<file path="config.mk">
export PLATFORM = sky130hd
export DESIGN_NAME = dacxx1s101_flat
export DESIGN_NICKNAME = d
export VERILOG_FILES = /design/src/rtl/dacxx1s101_pkg.sv /design/src/rtl/dacxx1s101_if.sv /design/src/rtl/dacxx1s101_sclk_gen.sv /design/src/rtl/dacxx1s101.sv /design/src/flat_wrapper.sv
export SDC_FILE = /design/constraint.sdc
export NUM_CORES = 1
export LEC_CHECK = 0
export ABC_AREA = 1
export CAP_MARGIN = 20
export CORE_ASPECT_RATIO = 0.9
export CORE_MARGIN = 2
export CORE_UTILIZATION = 55
export DETAILED_ROUTE_END_ITERATION = 8
export GPL_TIMING_DRIVEN = 1
export PLACE_DENSITY = 0.82
export SLEW_MARGIN = 10
export SYNTH_ARGS = -nofsm -noshare
export SYNTH_HDL_FRONTEND = slang
export SYNTH_SLANG_ARGS = --single-unit
</file>
<file path="constraint.sdc">
create_clock -name clk -period 2.8 [get_ports clk]
set_input_delay 0.28 -clock clk [delete_from_list [all_inputs] [get_ports clk]]
set_output_delay 0.28 -clock clk [all_outputs]
set_load 0.05 [all_outputs]
</file>
<file path="src/rtl/dacxx1s101_pkg.sv">
// dacxx1s101_pkg: shared constants, state encoding and frame packing for the
// DACxx1S101 serial write controller.
package dacxx1s101_pkg;

    localparam int FRAME_BITS = 16;

    // Power-down field values (PD1:PD0) carried in frame bits 13:12.
    localparam logic [1:0] PD_NORMAL = 2'b00;
    localparam logic [1:0] PD_1K     = 2'b01;
    localparam logic [1:0] PD_100K   = 2'b10;
    localparam logic [1:0] PD_HIZ    = 2'b11;

    typedef enum logic [1:0] {
        IDLE  = 2'd0,
        SHIFT = 2'd1,
        QUIET = 2'd2
    } state_e;

    // Build the 16-bit wire word: 00, PD1:PD0, sample left-justified in the
    // 12-bit data field, unused low bits zero. data is the sample
    // zero-extended to 12 bits; res is the DAC resolution (8, 10 or 12).
    function automatic logic [FRAME_BITS-1:0] pack_frame(input logic [1:0]  pd,
                                                         input logic [11:0] data,
                                                         input int          res);
        logic [FRAME_BITS-1:0] word;
        word = {2'b00, pd, 12'h000};
        word = word | ({4'h0, data} << (12 - res));
        return word;
    endfunction

endpackage

</file>
<file path="src/rtl/dacxx1s101_if.sv">
// dacxx1s101_if: fabric-side handshake plus DAC pin bundle. The master is the
// sample-generation logic; the slave is the serial write controller.
interface dacxx1s101_if #(
    parameter int DAC_RES = 12
);
    logic               startWrite;
    logic [DAC_RES-1:0] datain;
    logic [1:0]         pdMode;
    logic               sync;
    logic               sclk;
    logic               mosi;
    logic               writeComplete;
    logic               busy;

    modport master (
        output startWrite, datain, pdMode,
        input  sync, sclk, mosi, writeComplete, busy
    );

    modport slave (
        input  startWrite, datain, pdMode,
        output sync, sclk, mosi, writeComplete, busy
    );
endinterface

</file>
<file path="src/rtl/dacxx1s101_sclk_gen.sv">
// dacxx1s101_sclk_gen: SCLK divider for one frame. While run_i is high, sclk
// toggles every SCLK_DIV clk cycles starting from the high level; rise_o is a
// one-cycle strobe in the cycle before sclk rises, last_o marks the 16th low
// phase. While run_i is low sclk idles high and all counters clear.
module dacxx1s101_sclk_gen #(
    parameter int SCLK_DIV = 1
) (
    input  logic clk,
    input  logic reset,
    input  logic run_i,
    output logic sclk_o,
    output logic rise_o,
    output logic last_o
);
    localparam logic [3:0] DIV_LAST = 4'(SCLK_DIV - 1);

    logic [3:0] div_q, div_d;
    logic       sclk_q, sclk_d;
    logic [4:0] falls_q, falls_d;
    logic       tick_s;
    logic       fall_s;

    assign tick_s = run_i && (div_q == DIV_LAST);
    assign fall_s = tick_s && sclk_q;
    assign rise_o = tick_s && !sclk_q;
    assign last_o = (falls_q == 5'd16);
    assign sclk_o = sclk_q;

    // Next-state for the divider, sclk level and falling-edge count.
    always_comb begin
        div_d   = div_q;
        sclk_d  = sclk_q;
        falls_d = falls_q;
        if (!run_i) begin
            div_d   = 4'd0;
            sclk_d  = 1'b1;
            falls_d = 5'd0;
        end else if (tick_s) begin
            div_d  = 4'd0;
            sclk_d = ~sclk_q;
            if (fall_s) begin
                falls_d = falls_q + 5'd1;
            end else begin
                falls_d = falls_q;
            end
        end else begin
            div_d = div_q + 4'd1;
        end
    end

    // Divider state registers; reset parks sclk high.
    always_ff @(posedge clk) begin
        if (reset) begin
            div_q   <= 4'd0;
            sclk_q  <= 1'b1;
            falls_q <= 5'd0;
        end else begin
            div_q   <= div_d;
            sclk_q  <= sclk_d;
            falls_q <= falls_d;
        end
    end

endmodule

</file>
<file path="src/rtl/dacxx1s101.sv">
// dacxx1s101: write controller for the TI DACxx1S101 serial DAC family.
// Serializes one 16-bit frame (00, PD1:PD0, sample, zero pad) per active-low
// start request and answers with an active-low completion held until the
// request is released. Optional build macro DACXX1S101_SKIP_REDUNDANT_EN
// suppresses frames whose {pdMode, datain} repeats the last word sent.
module dacxx1s101
    import dacxx1s101_pkg::*;
#(
    parameter int DAC_RES          = 12,
    parameter int SCLK_DIV         = 1,
    parameter int SYNC_HIGH_CYCLES = 2
) (
    input  logic             clk,
    input  logic             reset,
    dacxx1s101_if.slave      bus
);
    localparam logic [3:0] QUIET_LOAD = 4'(SYNC_HIGH_CYCLES);

    state_e                state_q, state_d;
    logic [FRAME_BITS-1:0] shift_q, shift_d;
    logic                  sync_q, sync_d;
    logic                  mosi_q, mosi_d;
    logic                  wc_q, wc_d;
    logic                  busy_q, busy_d;
    logic                  armed_q, armed_d;
    logic [3:0]            quiet_q, quiet_d;

    logic                  run_s;
    logic                  sclk_s;
    logic                  rise_s;
    logic                  last_s;
    logic [11:0]           data_s;
    logic [FRAME_BITS-1:0] frame_s;
    logic                  req_s;
    logic                  send_s;
    logic                  skip_s;

    assign run_s   = (state_q == SHIFT);
    assign data_s  = 12'(bus.datain);
    assign frame_s = pack_frame(bus.pdMode, data_s, DAC_RES);
    assign req_s   = (state_q == IDLE) && !bus.startWrite && armed_q && (quiet_q == 4'd0);

`ifdef DACXX1S101_SKIP_REDUNDANT_EN
    logic [DAC_RES+1:0] word_s;
    logic [DAC_RES+1:0] last_word_q, last_word_d;
    logic               last_valid_q, last_valid_d;

    assign word_s = {bus.pdMode, bus.datain};
    assign skip_s = req_s && last_valid_q && (word_s == last_word_q);
    assign send_s = req_s && !skip_s;

    // Remember the word of every frame actually put on the wire.
    always_comb begin
        last_word_d  = last_word_q;
        last_valid_d = last_valid_q;
        if (send_s) begin
            last_word_d  = word_s;
            last_valid_d = 1'b1;
        end else begin
            last_valid_d = last_valid_q;
        end
    end

    // Last-word store; reset forgets it so the first frame always goes out.
    always_ff @(posedge clk) begin
        if (reset) begin
            last_word_q  <= '0;
            last_valid_q <= 1'b0;
        end else begin
            last_word_q  <= last_word_d;
            last_valid_q <= last_valid_d;
        end
    end
`else
    assign skip_s = 1'b0;
    assign send_s = req_s;
`endif

    dacxx1s101_sclk_gen #(
        .SCLK_DIV (SCLK_DIV)
    ) u_sclk_gen (
        .clk    (clk),
        .reset  (reset),
        .run_i  (run_s),
        .sclk_o (sclk_s),
        .rise_o (rise_s),
        .last_o (last_s)
    );

    // FSM next-state, shift register, handshake and quiet-time countdown.
    always_comb begin
        state_d = state_q;
        shift_d = shift_q;
        sync_d  = sync_q;
        mosi_d  = mosi_q;
        wc_d    = wc_q;
        busy_d  = busy_q;
        armed_d = armed_q;
        quiet_d = quiet_q;

        // Acknowledge release works in every state and re-arms the start.
        if (!wc_q && bus.startWrite) begin
            wc_d    = 1'b1;
            armed_d = 1'b1;
        end else begin
            wc_d    = wc_q;
            armed_d = armed_q;
        end

        case (state_q)
            IDLE: begin
                if (send_s) begin
                    shift_d = frame_s;
                    sync_d  = 1'b0;
                    mosi_d  = frame_s[FRAME_BITS-1];
                    busy_d  = 1'b1;
                    armed_d = 1'b0;
                    state_d = SHIFT;
                end else if (skip_s) begin
                    wc_d    = 1'b0;
                    armed_d = 1'b0;
                end else begin
                    state_d = IDLE;
                end
            end
            SHIFT: begin
                if (rise_s) begin
                    if (last_s) begin
                        sync_d  = 1'b1;
                        wc_d    = 1'b0;
                        quiet_d = QUIET_LOAD;
                        state_d = QUIET;
                    end else begin
                        shift_d = {shift_q[FRAME_BITS-2:0], 1'b0};
                        mosi_d  = shift_q[FRAME_BITS-2];
                    end
                end else begin
                    state_d = SHIFT;
                end
            end
            QUIET: begin
                if (quiet_q == 4'd0) begin
                    busy_d  = 1'b0;
                    state_d = IDLE;
                end else begin
                    quiet_d = quiet_q - 4'd1;
                end
            end
            default: begin
                sync_d  = 1'b1;
                busy_d  = 1'b1;
                quiet_d = QUIET_LOAD;
                state_d = QUIET;
            end
        endcase
    end

    // State and output registers; reset aborts any frame and enforces quiet time.
    always_ff @(posedge clk) begin
        if (reset) begin
            state_q <= QUIET;
            shift_q <= '0;
            sync_q  <= 1'b1;
            mosi_q  <= 1'b0;
            wc_q    <= 1'b1;
            busy_q  <= 1'b1;
            armed_q <= 1'b1;
            quiet_q <= QUIET_LOAD;
        end else begin
            state_q <= state_d;
            shift_q <= shift_d;
            sync_q  <= sync_d;
            mosi_q  <= mosi_d;
            wc_q    <= wc_d;
            busy_q  <= busy_d;
            armed_q <= armed_d;
            quiet_q <= quiet_d;
        end
    end

    assign bus.sync          = sync_q;
    assign bus.sclk          = sclk_s;
    assign bus.mosi          = mosi_q;
    assign bus.writeComplete = wc_q;
    assign bus.busy          = busy_q;

endmodule

</file>
<file path="src/flat_wrapper.sv">
// flat-port wrapper written by rule: the top's interface ports become plain ports
module dacxx1s101_flat import dacxx1s101_pkg::*;
#(
    parameter int DAC_RES          = 12,
    parameter int SCLK_DIV         = 1,
    parameter int SYNC_HIGH_CYCLES = 2
)
  (clk, reset, bus_startWrite, bus_datain, bus_pdMode, bus_sync, bus_sclk, bus_mosi, bus_writeComplete, bus_busy);
  dacxx1s101_if #(.DAC_RES(DAC_RES)) bus_i ();
  input  logic clk;
  input  logic reset;
  input wire logic [$bits(bus_i.startWrite)-1:0] bus_startWrite;
  input wire logic [$bits(bus_i.datain)-1:0] bus_datain;
  input wire logic [$bits(bus_i.pdMode)-1:0] bus_pdMode;
  output wire logic [$bits(bus_i.sync)-1:0] bus_sync;
  output wire logic [$bits(bus_i.sclk)-1:0] bus_sclk;
  output wire logic [$bits(bus_i.mosi)-1:0] bus_mosi;
  output wire logic [$bits(bus_i.writeComplete)-1:0] bus_writeComplete;
  output wire logic [$bits(bus_i.busy)-1:0] bus_busy;
  assign bus_i.startWrite = bus_startWrite;
  assign bus_i.datain = bus_datain;
  assign bus_i.pdMode = bus_pdMode;
  assign bus_sync = bus_i.sync;
  assign bus_sclk = bus_i.sclk;
  assign bus_mosi = bus_i.mosi;
  assign bus_writeComplete = bus_i.writeComplete;
  assign bus_busy = bus_i.busy;
  dacxx1s101 #(.DAC_RES(DAC_RES), .SCLK_DIV(SCLK_DIV), .SYNC_HIGH_CYCLES(SYNC_HIGH_CYCLES)) u_core (.clk(clk), .reset(reset), .bus(bus_i));
endmodule
</file>
==> results by group <==
Status
  – Result of the run: completed

Place
  – Gp weighted congestion: 0.823
  – Number of input and output port buffers inserted: 21
  – Number of placed instances, taps included: 309
  – Cell area after placement: 1980 um2
  – Dpl hpwl: 2260 um

STA
  – Final worst-path cycle share: 69.1%
  – Final Critical Period: 1.93 ns
  – Actual slew at the worst max-slew pin: 0.567 ns
  – Normalized max-slew margin: 62.1%
  – Fin. Hold Viols: 0
  – Max Clock Freq: 517 MHz
  – Setup repair after global routing missed its margin: no
  – Setup skew after layout: 0.0223 ns
  – # setup viols final: 0
  – Number of pins exceeding their max-slew limit in the final report: 0
  – Post-route setup TNS: 0 ns

Global routing
  – Pin count of the biggest net entering global routing: 23
  – Met2 Use GR: 33.4%
  – Wire length of the first global-routing pass: 5840 um
  – Initial antenna violation count: 0
  – Met3 usage in global routing: 4.08%
  – Met1 global-route usage: 26.5%
  – Grt total ovfl: 0
  – Number of global-route vias before repair: 1420
  – GRT Total Usage: 20.2%
  – Grt peak-use layer: met2

Clocking
  – Number of buffers on the longest clock path: 2
  – Latest clock arrival within the worst-skew pair: 0.34 ns
  – Number of buffers added to fix hold violations after cts: 0
  – H-tree level count: 2
  – CTS buffer count: 5
  – Clock tree from TritonCTS: yes
  – Number of sinks on the clock net: 36
  – Postcts setup bufs: 0
  – Resized cells post-CTS: 0
  – CTS Root Cell: clkbuf_4
  – Clk pin slew, worst setup/hold paths: 0.12 ns

Die
  – Initial core utilization: 57.4%
  – Number of rows created at floorplan: 19
  – Floorplan die area: 3670 um2
  – Die width: 63.7 um
  – Die Height: 57.7 um
  – Area of the core region: 3070 um2
  – I/O Pins: 22

Finish
  – # diodes: 0
  – Fraction of final layout cells sized beyond drive strength 1: 9.45%
  – Area Overhead vs Synth: 17.8%
  – Filler-free cell count of the finished design: 317
  – Final nets: 296
  – Post-route core utilization: 67.7%
  – Design area: 2080 um2
  – Number of filler instances in the final layout: 269

Synthesis
  – Post-synthesis sequential area ratio: 40.9%
  – Adder-cell share of the synthesized area: 3.55%
  – Xor/xnor cell area share of the yosys netlist: 1.99%
  – Portion of netlist area occupied by mux cells: 0%
  – Mapped Area: 1760 um2
  – Share of Yosys cell area claimed by the top area cell type: 40.9%
  – Main combinational cell family by area after synthesis: simple AND/OR/NAND/NOR gates
  – Post-Synth Simple-Gate Area: 36.3%
  – Compound-cell area share of the yosys netlist: 9.73%
  – Leading cell types by total area after synthesis: dfxtp_1 (41%), nand2_1 (16%), nor2_1 (7.9%), nand3_1 (4.5%), o21ai_0 (4.3%)
  – Yosys warnings: 0
  – Post-Synthesis Cells: 252
  – Cell type with the largest total area after synthesis: dfxtp_1
  – Mean post-synth cell area: 6.99 um2
  – Post-synthesis sequential element count: 36
  – Syn_nets: 274
  – Unique masters post-synth: 26

Setup path
  – Cell class contributing the biggest share of worst-path delay: buffers and inverters
  – Buffer and inverter count on the worst path: 1
  – Worst Setup End Kind: output port
  – Kind of critical path: flip-flop to output port
  – Crit-path max cell delay: 0.85 ns
  – Worst endpoint data arrival time: 1.65 ns
  – Setup slack, reg-to-reg: 1.21 ns
  – Critical Path, Cell by Cell: clkdlybuf4s50_1
  – Critical path fanouts, max: 5
  – Required time worst endpoint: 2.52 ns
  – Nature of the critical path startpoint: flip-flop
  – Slowest-stage cell, CP: clkdlybuf4s50_1

Worst hold path
  – Min-Delay Path Class: flip-flop to flip-flop

Routing
  – Routed WL per cell: 10.2 um
  – Number of vias after detailed routing: 1539
  – DRT iter0 DRCs: 105
  – Post-route DRC: 0
  – Sum of routed wire length over all layers: 3230 um
  – Remaining antenna violation count after routing: 0
  – Via/cell ratio: 4.85
  – Number of detailed-route iterations in the first pass: 4

Power
  – Design Power: 1400 uW
  – Leak pwr: 0.000918 uW
  – Power density over the cells: 674 nW/um2
  – Max VDD drop: 386 uV

Run
  – Total of max-cap violations: 0
## cell usage in the layout, fill, tap and decap left out, drive strengths merged
cell type / count
nor2: 45
a211oi: 1
xnor2: 3
ha: 5
xor2: 1
clkdlybuf4s50: 21
a31oi: 1
a21oi: 12
nand4: 3
o21ai: 16
inv: 23
nand2: 82
nand3b: 1
nand3: 16
clkbuf: 7
o22ai: 1
dfxtp: 36
bufinv: 1
## routing by layer
layer	share of wire, %	up-vias
li1	-	836
met3	3.1	5
met5	0	-
met2	45	22
met1	50	676
met4	1.4	0
## power by group
part	leakage [uW]	total [uW]	internal [uW]	switching, uW
Clock	0.0000515	411	237	174
Sequential	0.000292	607	567	40.3
Combinational	0.000574	381	149	232
Total	0.000918	1400	953	446
## kinds of logic (layout without fill, tap and decap cells)
| kind of cell | Yosys count | in the layout |
|---|---|---|
| simple gates | 147 | 147 |
| flops | 36 | 36 |
| compound gates | 31 | 31 |
| buf+inv | 29 | 52 |
| fa+ha+maj | 5 | 5 |
| xor+xnor | 4 | 4 |
## synthesized netlist by cell type
library cell	n
a211oi_1	1
a21oi_1	12
a31oi_1	1
buf_2	2
buf_6	2
clkbuf_1	1
clkbuf_4	1
dfxtp_1	36
ha_1	5
inv_1	19
inv_2	3
inv_4	1
nand2_1	77
nand2_2	3
nand2_4	2
nand3_1	16
nand3b_1	1
nand4_1	3
nor2_1	37
nor2_2	7
nor2_8	1
o21ai_0	15
o21ai_4	1
o22ai_1	1
xnor2_1	3
xor2_1	1
## through the flow
stage / hold slack, ns / worst slack [ns]
2_1_floorplan: 0.349 / 1.39
3_3_place_gp: 0.446 / 1.15
3_5_place_dp: 0.447 / 1.09
4_1_cts: 0.466 / 0.861
5_1_grt: 0.495 / 0.829
6_report: 0.462 / 0.866
## area by class of cell
| type | instances | area [um2] | share of cell area, % |
|---|---|---|---|
| multi-input combinational | 187 | 908 | 43.8 |
| tap | 42 | 52.6 | 2.53 |
| timing repair buffer | 21 | 210 | 10.1 |
| clock inverter | 1 | 30.0 | 1.45 |
| clock buffer | 7 | 65.1 | 3.13 |
| sequential | 36 | 721 | 34.7 |
| inverter | 23 | 88.8 | 4.28 |
## path summary, 6_finish.rpt
path	end	cells past startpoint	startpoint
hold / removal	u_core.bus.sync$_SDFFE_PP1P_	2	u_core.bus.sync$_SDFFE_PP1P_
hold reg to reg	u_core.bus.sync$_SDFFE_PP1P_	2	u_core.bus.sync$_SDFFE_PP1P_
setup reg to reg	u_core.shift_q[4]$_SDFFE_PP0P_	9	u_core.u_sclk_gen.falls_q[0]$_SDFFE_PP0P_
setup / recovery	bus_sclk	1	u_core.u_sclk_gen.sclk_o$_SDFFE_PP1N_
## sequential cells by signal (all words and copies together), names as in the netlist
| name | cells |
|---|---|
| u_core.quiet_q | 4 |
| u_core.u_sclk_gen.falls_q | 5 |
| u_core.state_q | 2 |
| u_core.u_sclk_gen.sclk_o | 1 |
| u_core.bus.sync | 1 |
| u_core.bus.writeComplete | 1 |
| u_core.bus.busy | 1 |
| u_core.bus.mosi | 1 |
| u_core.shift_q | 15 |
| u_core.u_sclk_gen.div_q | 4 |
| u_core.armed_q | 1 |
Note: power is estimated with default switching activity, not from simulation.
==> RTL edit 1 (same flow settings) <==
The option `DACXX1S101_SKIP_REDUNDANT_EN` is turned on by a define.
--- a/src/rtl/dacxx1s101.sv
+++ b/src/rtl/dacxx1s101.sv
@@ -5,2 +5,4 @@
 // suppresses frames whose {pdMode, datain} repeats the last word sent.
+`define DACXX1S101_SKIP_REDUNDANT_EN
+
 module dacxx1s101
Behaviour: no difference found for any inputs over 10 cycles, from zero or initial values and one cycle with reset high; that may be too few to reach the edited logic, so the function may still have changed.
==> RTL edit 1 against the unedited design <==
  * Synthesized area is 43% higher
  * Total power grew 36%
  * Worst hold slack worse by 0.010 ns
  * Design area increased by 37%
  * Worst setup slack worse by 0.31 ns
  * Global-route usage grew 1.3 points
  * Sequential cell count increased by 15
  * Sequential power rose by 52%
  * Wire length is 56% higher
  * Critical endpoint is now u_core.shift_q[8]
  * Largest power group unchanged
==> RTL edit 1: results (changes against the unedited design) <==
[setup_path]
startpoint=u_core.quiet_q[0]
endpoint=u_core.shift_q[8]
path_max_fanout=28  ; +23
r2r.worst_path.cells=12  ; +3
max_stage_delay_ns=0.34  ; -0.51 ns
rr_startpoint=u_core.quiet_q[0]
crit_family=simple AND/OR/NAND/NOR gates
slowest_stage=nor3b_1
reg2reg_slack_ns=0.55  ; -0.66 ns
cp.arrival_ns=2.45  ; +0.80 ns

[detailed_routing]
wl_met2_um=2230  ; +53%
via_per_inst=4.776  ; -1.6%
dr.first_iter.drc_count=79  ; -25%
detail_route.wirelength.met1_um=2548  ; +57%
dr_wl_met3_um=218  ; +120%
avgRoutedWirePerCell_um=10.78  ; +5.8%

[clocking]
clkLatencyLatePin_ns=0.30  ; -0.04 ns
root_buffer=clkbuf_8
path_clk_slew_ns=0.09  ; -0.03 ns

[global_routing]
met3_usage=0.06038  ; +0.01961
met2_usage=0.3421  ; +0.008271
grtUsageTotal=0.2151  ; +0.01331
grt_pass1_wl_um=8300  ; +42%

[yosys]
synth.area.top_cells=dfxtp_1 41%, nand2_1 15%, nor2_1 10%, inv_1 9.3%, o21ai_0 6.8%
seq_area_frac_synth=0.4062  ; -0.002919
syn_nets=410  ; +50%

[placed_design]
dp.cells=463  ; +50%
gp_congestion=0.8170  ; -0.68%
place_ws_ns=0.6179  ; -0.4737 ns
placed_cell_area_sq_um=2770  ; +40%

[sta]
period_share=0.8021  ; +0.1115
max_slew_margin=0.6678  ; +0.04634
timing.hold.ws_ns=0.4518  ; -0.01021 ns

[power_and_ir_drop]
max-vdd-ir-drop_mv=0.5543  ; +43%
p_leak_nw=1.336  ; +46%

[cells_and_area]
areaGrowthSynthToFinish_pct=13.09
largest_registers=u_core.shift_q x15, u_core.last_word_q x14, u_core.u_sclk_gen.falls_q x5

[outcome]
status=finished clean

## RTL edit 1: cell types whose count changed after synthesis, sizes merged, moves of 3 or more
cell,unedited run,this run
nor2,45,71
nand3,16,12
o21ai,16,34
a21oi,12,20
dfxtp,36,51
clkbuf,2,5
nand2,82,105
inv,23,63
## RTL edit 1: power by group
group	internal (mW)	switching (mW)	total (mW)
registers	0.852	0.0708	0.922
clock network	0.167	0.224	0.391
logic	0.212	0.378	0.590
## RTL edit 1: cells by family after synthesis
logic type | Yosys count | synth area share
AND/OR/NAND/NOR | 195 | 0.3141
buffers and inverters | 75 | 0.1170
AO/OA/AOI/OAI | 58 | 0.1239
flip-flops | 51 | 0.4062
adder cells (fa/ha/maj) | 5 | 0.02489
XOR/XNOR | 4 | 0.01394
## RTL edit 1: layout make-up
type                       instances  area, sq um  share of cell area
timing repair buffer              24        232.7             0.08187
clock buffer                       6        72.57             0.02553
sequential                        51         1021              0.3592
tap                               62        77.57             0.02729
multi-input combinational        262         1199              0.4217
inverter                          64        240.2             0.08451
==> RTL edit 2 (same settings) <==
Without the edit above. The 3 states of `state_e` get a one-hot encoding in 3 bits.
--- a/src/rtl/dacxx1s101_pkg.sv
+++ b/src/rtl/dacxx1s101_pkg.sv
@@ -12,6 +12,6 @@
 
-    typedef enum logic [1:0] {
-        IDLE  = 2'd0,
-        SHIFT = 2'd1,
-        QUIET = 2'd2
+    typedef enum logic [2:0] {
+        IDLE  = 3'b001,
+        SHIFT = 3'b010,
+        QUIET = 3'b100
     } state_e;
Behaviour: no difference found for any inputs over 10 cycles, from zero or initial values and one cycle with reset high; not proved beyond that.
==> RTL edit 2 against the unedited design <==
  * Wire length up 9.0%
  * Clock power down 14%
  * Synthesized area up 7.5%
  * Non-clock buffer count up 2
  * Sequential cell count up 1
  * Worst setup slack worse by 0.042 ns
  * Total power down 2.7%
  * Design area up 6.1%
  * Global-route usage up 0.073 points
  * Largest power group unchanged
==> RTL edit 2: results (changes against the unedited design) <==
[outcome]
status=finished clean

[clocking]
root_buffer=clkbuf_8
clkLatencyLatePin_ns=0.29  ; -0.05 ns
path_clk_slew_ns=0.07  ; -0.05 ns

[yosys]
syn_nets=312  ; +14%
avgSynthCellArea_sq_um=6.528  ; -6.6%
yosys_warnings=0  ; unchanged
synth_common_cells=106 x nand2_1, 50 x nor2_1, 37 x dfxtp_1
synth-adder-area-share=0.03305  ; -0.002464
ys_types=25  ; -3.8%
synthXorXnorAreaFrac=0.02776  ; +0.007873
seq_area_frac_synth=0.3913  ; -0.01782
synth_compound_area_frac=0.06279  ; -0.03451
synth.area.top_cells=dfxtp_1 39%, nand2_1 21%, nor2_1 9.9%, inv_1 6.3%, ha_1 3.3%

[setup_path]
reg2reg_slack_ns=0.82  ; -0.39 ns
critPathCaptureType=register
r2r-end=u_core.bus.mosi
path_max_fanout=30  ; +25
max_stage_delay_ns=0.51  ; -0.34 ns
crit_family=simple AND/OR/NAND/NOR gates
slowest_stage=nor2_4
endpoint=u_core.bus.mosi
startpoint=u_core.state_q[1]
cp.arrival_ns=2.16  ; +0.51 ns

[sta]
timing.hold.ws_ns=0.4479  ; -0.01415 ns
fin_skew_ns=0.005860  ; -0.01648 ns
worst_slew_pin_slew_ns=0.6130  ; +0.04584 ns

[global_routing]
grtUsageTotal=0.2025  ; +0.0007318
met1_usage=0.2456  ; -0.01943
grt_pass1_vias=1519  ; +7.0%
grt_pass1_wl_um=6099  ; +4.5%
met2_usage=0.3449  ; +0.01104
met3_usage=0.05085  ; +0.01007

[detailed_routing]
dr.first_iter.drc_count=53  ; -50%
avgRoutedWirePerCell_um=9.863  ; -3.2%
via_per_inst=4.754  ; -2.1%
wl_met2_um=1640  ; +12%
dr_wl_met3_um=117  ; +16%
detail_route.wirelength.met1_um=1703  ; +4.9%

[die]
fp.dieW_um=65.84  ; +3.4%

[worst_hold_path]
hold_end=u_core.shift_q[0]
hold_start=u_core.shift_q[0]

[power_and_ir_drop]
switchingPower_uw=445.4  ; -0.15%
max-vdd-ir-drop_mv=0.2616  ; -32%
p_seq_uw=632  ; +4.1%
combPwrFrac=0.276  ; +0.004

[cells_and_area]
largest_registers=u_core.shift_q x15, u_core.u_sclk_gen.falls_q x5
drive_gt1_frac=0.04153  ; -0.05301
finalNonFillerCells=357  ; +13%
nets=334  ; +13%

[placed_design]
post-dp-hpwl_um=2480  ; +9.7%
gp_congestion=0.8224  ; about the same
dp.cells=349  ; +13%

RTL edit 2: changes by cell type after synthesis, moves of 4 or more:
cell	before	now
nand2_1	77	106
o21ai_0	15	6
inv_1	19	32
nor2_1	37	50
nor2_2	7	1
nand3_1	16	12
RTL edit 2: cell type report:
| class | instances | area [sq um] |
|---|---|---|
| fill | 310 | 1126 |
| clock buffer | 8 | 80.08 |
| timing repair buffer | 23 | 225.2 |
| inverter | 32 | 120.1 |
| sequential | 37 | 740.7 |
| multi-input combinational | 213 | 980.9 |
| tap | 44 | 55.05 |
RTL edit 2: metrics by stage:
step | utilization | power (mW) | worst slack, ns
after CTS | 0.6617 | 1.370 | 0.8321
after global placement | 0.6376 | 1.010 | 0.7874
after floorplan | - | 0.9253 | 1.370
after detailed placement | 0.6376 | 1.014 | 0.7299
after global routing | 0.6617 | 1.450 | 0.5937
final | 0.6617 | 1.362 | 0.8249
RTL edit 2: tightest hold or removal path, stage by stage (launching register included):
cell and delay, ns:
dfxtp_1 0.31, nand2_1 0.06, nand2_1 0.04
